**config.mk**
```make
export PLATFORM = sky130hd
export DESIGN_NAME = fifo_drain
export DESIGN_NICKNAME = d
export VERILOG_FILES = /design/src/rtl/fifo_drain.sv
export SDC_FILE = /design/constraint.sdc
export NUM_CORES = 1
export LEC_CHECK = 0
export ABC_AREA = 1
export BUFFER_PORTS_ARGS = -buffer_cell sky130_fd_sc_hd__buf_2
export CAP_MARGIN = 40
export CELL_PAD_IN_SITES_DETAIL_PLACEMENT = 1
export CELL_PAD_IN_SITES_GLOBAL_PLACEMENT = 1
export CORE_MARGIN = 8
export CORE_UTILIZATION = 42
export CTS_BUF_LIST = sky130_fd_sc_hd__clkbuf_4
export DETAILED_ROUTE_END_ITERATION = 6
export PLACE_DENSITY_LB_ADDON = 0.25
export SYNTH_ARGS = -nofsm -noshare
export SYNTH_HDL_FRONTEND = slang
export SYNTH_SLANG_ARGS = --single-unit
export TNS_END_PERCENT = 1
```
**constraint.sdc**
```tcl
create_clock -name clk -period 2.8 [get_ports clk]
set_clock_uncertainty 0.2 [all_clocks]
set_input_delay 0.42 -clock clk [delete_from_list [all_inputs] [get_ports clk]]
set_output_delay 0.42 -clock clk [all_outputs]
set_load 0.005 [all_outputs]
```
**src/rtl/fifo_drain.sv**
```systemverilog
// Read-side controller for a show-ahead FIFO: pops words into a 2-entry skid
// buffer and presents them on a registered valid/ready interface.
module fifo_drain #(
  parameter int w = 6
) (
  input  logic         clk,
  input  logic         rst_n,
  input  logic         fifo_empty,
  input  logic [w-1:0] fifo_data,
  output logic         fifo_re,
  input  logic         flush,
  output logic         out_valid,
  output logic [w-1:0] out_data,
  input  logic         out_ready
);

  typedef enum logic [1:0] {
    EMPTY = 2'd0,
    ONE   = 2'd1,
    TWO   = 2'd2
  } state_t;

  state_t       r_state;
  state_t       w_state_nxt;
  logic [w-1:0] r_head;
  logic [w-1:0] r_tail;
  logic [w-1:0] w_head_nxt;
  logic [w-1:0] w_tail_nxt;
  logic         w_load;
  logic         w_deq;

  // Pop decision looks only at registered occupancy, never at out_ready.
  assign fifo_re   = rst_n & ~fifo_empty & ~flush & (r_state != TWO);
  assign w_load    = fifo_re;
  assign out_valid = (r_state != EMPTY);
  assign out_data  = r_head;
  assign w_deq     = out_valid & out_ready;

  always_ff @(posedge clk or negedge rst_n) begin
    if (!rst_n) begin
      r_state <= EMPTY;
      r_head  <= '0;
      r_tail  <= '0;
    end else begin
      r_state <= w_state_nxt;
      r_head  <= w_head_nxt;
      r_tail  <= w_tail_nxt;
    end
  end

  always_comb begin
    w_state_nxt = r_state;
    w_head_nxt  = r_head;
    w_tail_nxt  = r_tail;
    if (flush) begin
      w_state_nxt = EMPTY;
    end else begin
      case (r_state)
        EMPTY: begin
          if (w_load) begin
            w_head_nxt  = fifo_data;
            w_state_nxt = ONE;
          end
        end
        ONE: begin
          if (w_load && w_deq) begin
            w_head_nxt = fifo_data;
          end else if (w_load) begin
            w_tail_nxt  = fifo_data;
            w_state_nxt = TWO;
          end else if (w_deq) begin
            w_state_nxt = EMPTY;
          end
        end
        TWO: begin
          // No load can coincide here since fifo_re is low while full.
          if (w_deq) begin
            w_head_nxt  = r_tail;
            w_state_nxt = ONE;
          end
        end
        default: begin
          w_state_nxt = EMPTY;
        end
      endcase
    end
  end

endmodule
```
==> impl_metrics.ini <==
[clock_tree]
clk-insertion-delay-late_ns = 0.29
clock_sinks = 14
cts-buffers-inserted = 3
postCtsSetupBuffers = 0
holdBufCountCts = 1
ctsResizeCount = 0
cts_tree = built
cts_buffer_depth = 2
h-tree-depth = 1
clk_pin_slew_worst_paths_ns = 0.09
root_buffer = sky130_fd_sc_hd__clkbuf_4

[finish]
n_fill_cell = 240
multi_input_gate_area_in_the_final_layout_sq_um = 363
syn2layout_area_growth_pct = 17.0
final_net_count = 134
register_area_sq_um = 350
diodes_inserted = 0
layout-drive-gt1-share_pct = 30.3

[critical_path]
standard_cell_with_the_maximum_stage_delay_on_the_critical_path = sky130_fd_sc_hd__dlygate4sd3_1
worstPathMaxFanout = 16
cp_data_arrival_time_ns = 1.91
crit_path_end_kind = primary output
crit_chain = dlygate4sd3_1 > buf_2 > inv_1 > nor2_1 > nand3_1 > inv_1 > buf_2
setup.worst_path.class = in2out
startpoint_type = input port
timing.critical_path.slowest_cell_delay_ns = 0.52
worst-endpoint-required_ns = 2.18

[synthesis]
ys_dominant_reg_cell = sky130_fd_sc_hd__dfrtp_1
sequential_to_total_area_share_from_yosys_stat_pct = 44.0
postSynthAreaPerCell_sq_um = 7.88
synth.ff_latch_count = 14
synthesis_warnings = 0
synth_fp_nets = 112
synth.largest_area_cell = sky130_fd_sc_hd__dfrtp_1
post_synth_main_area_contributors = sky130_fd_sc_hd__dfrtp_1 44%, sky130_fd_sc_hd__nand2_1 13%, sky130_fd_sc_hd__nand3_1 6.9%, sky130_fd_sc_hd__o21ai_2 6.6%, sky130_fd_sc_hd__inv_1 5.7%
synth_edf_count = 0
synth.distinct_cells = 16
yosys.cell_count.top_type = sky130_fd_sc_hd__nand2_1
post_synth_instance_area_sq_um = 796
post_synth_inst_count = 101
yosysTopAreaCellShare_pct = 44.0
synth_async_sr_flop_share_pct = 100
top_cell_types_by_occurrence_after_synthesis = 28 x sky130_fd_sc_hd__nand2_1, 14 x sky130_fd_sc_hd__dfrtp_1, 12 x sky130_fd_sc_hd__inv_1, 11 x sky130_fd_sc_hd__nand3_1, 9 x sky130_fd_sc_hd__nor2_1

[grt]
via_count_of_the_first_global_routing_pass = 746
global_route_wire_length_before_repair_mm = 3.27
globalRouteOverflowTotal = 0
grt_max_degree = 17
overall_routing_resource_usage_pct = 12.2
antenna_violations_before_repair = 0

[sta]
max-slew-margin-rel_pct = 76.2
worst-slew-pin-transition_ns = 0.357
fmaxAchievable_mhz = 396
setup_total_negative_slack_ns = 0
timing.final.setup_violations = 0
final_min_period_over_clock_period_pct = 90.2
slew_violations = 0
hold_violations = 0
rsz0062_at_grt = no
post_route_minimum_period_ns = 2.53

[placed_design]
globalplace.congestion = 0.823
place.detailed.hpwl_mm = 1.47
numPortBuffers = 18

[die]
core.rowCount = 15
floorplan.die_area_sq_mm = 0.00354
die_height_um = 59.5
core_area_sq_mm = 0.00176
start_util_pct = 45.1
num_io_pins = 19
die-width_um = 59.5

[outcome]
outcome = finished clean

[power]
leakagePower_uw = 0.000535
ir_drop_uv = 382
power_dens_cells_mw_per_mm2 = 747
total_power_uw = 696

[routing]
post_drt_wl_per_cell_um = 12.6
drtAntennaViolNets = 0
drt_first_pass_iters = 3
totalWireLength_mm = 1.85
post_route_drc = 0
first_iter_violations = 14
post_drt_via_cell_ratio = 4.98
vias = 732

[run]
drv_cap = 0

[min_path]
hold_class = in2reg
report_power, final:
group	internal (uW)	switching, uW	total (uW)
Combinational	103	136	239
Sequential	287	48.6	336
Clock	51.8	69.1	121
Total	442	254	696
registers in the layout, summed over array words and instances (netlist names):
name and flops:
out_data 6, r_tail 6, r_state 2
logic make-up (layout without fill, tap and decap cells):
| kind of cell | after synthesis | in the layout | synth area share (%) |
|---|---|---|---|
| simple gates | 56 | 56 | 33.2 |
| buf+inv | 18 | 39 | 10.4 |
| flops | 14 | 14 | 44.0 |
| compound gates | 13 | 13 | 12.4 |
layout make-up:
type | instances | share of cell area (%)
inverters | 16 | 6.45
well taps | 25 | 3.36
clock inverters | 1 | 0.403
clock buffers | 3 | 2.42
repair buffers | 19 | 10.8
flip-flops and latches | 14 | 37.6
multi-input cells | 69 | 39.0
metal layers:
metal / global-route usage (%) / up-vias / share of wire (%)
met2: 19.1 / 14 / 48
met1: 14.4 / 353 / 45
met4: 6.12 / 0 / 2.0
met5: 0 / - / 0
li1: - / 360 / -
met3: 3.90 / 5 / 5.3
stage by stage:
stage / setup slack [ns] / utilization [%] / hold WS (ns) / instance area [sq um] / std cells
final: 0.273 / 52.8 / 0.196 / 931 / 147
after CTS: 0.263 / 52.8 / 0.196 / 931 / 147
after floorplan: 1.36 / - / -0.0756 / 796 / 101
after detailed placement: 0.793 / 50.7 / 0.142 / 895 / 142
after global placement: 0.848 / 50.7 / 0.139 / 895 / 142
after global routing: 0.116 / 52.8 / 0.197 / 931 / 147
layout by cell type, fill, tap and decap left out, drive strengths merged:
master / netlist / layout
nor2: 10 / 10
nand3b: 1 / 1
nor3: 1 / 1
nand3: 11 / 11
nand2: 31 / 31
dfrtp: 14 / 14
inv: 16 / 16
buf: 2 / 18
nand4: 2 / 2
a21oi: 6 / 6
clkbuf: 0 / 3
o21ai: 7 / 7
dlygate4sd3: 0 / 1
clkinv: 0 / 1
critical path: cells and delay by family:
kind	cells	cell delay, ns
buffers and inverters	5	1.12
AND/OR/NAND/NOR	2	0.37
path summary, 6_finish.rpt:
check	startpoint	endpoint	slack (ns)	cells past startpoint
setup reg to reg	r_state[1]	r_tail[4]	1.24	6
min in group asynchronous	rst_n	out_data[5]	0.36	2
hold reg to reg	out_data[4]	out_data[4]	0.27	2
max in group asynchronous	rst_n	r_tail[1]	1.77	2
hold / removal	fifo_data[2]	r_tail[2]	0.20	3
setup / recovery	rst_n	fifo_re	0.27	7
Note: power is estimated with default switching activity, not from simulation.
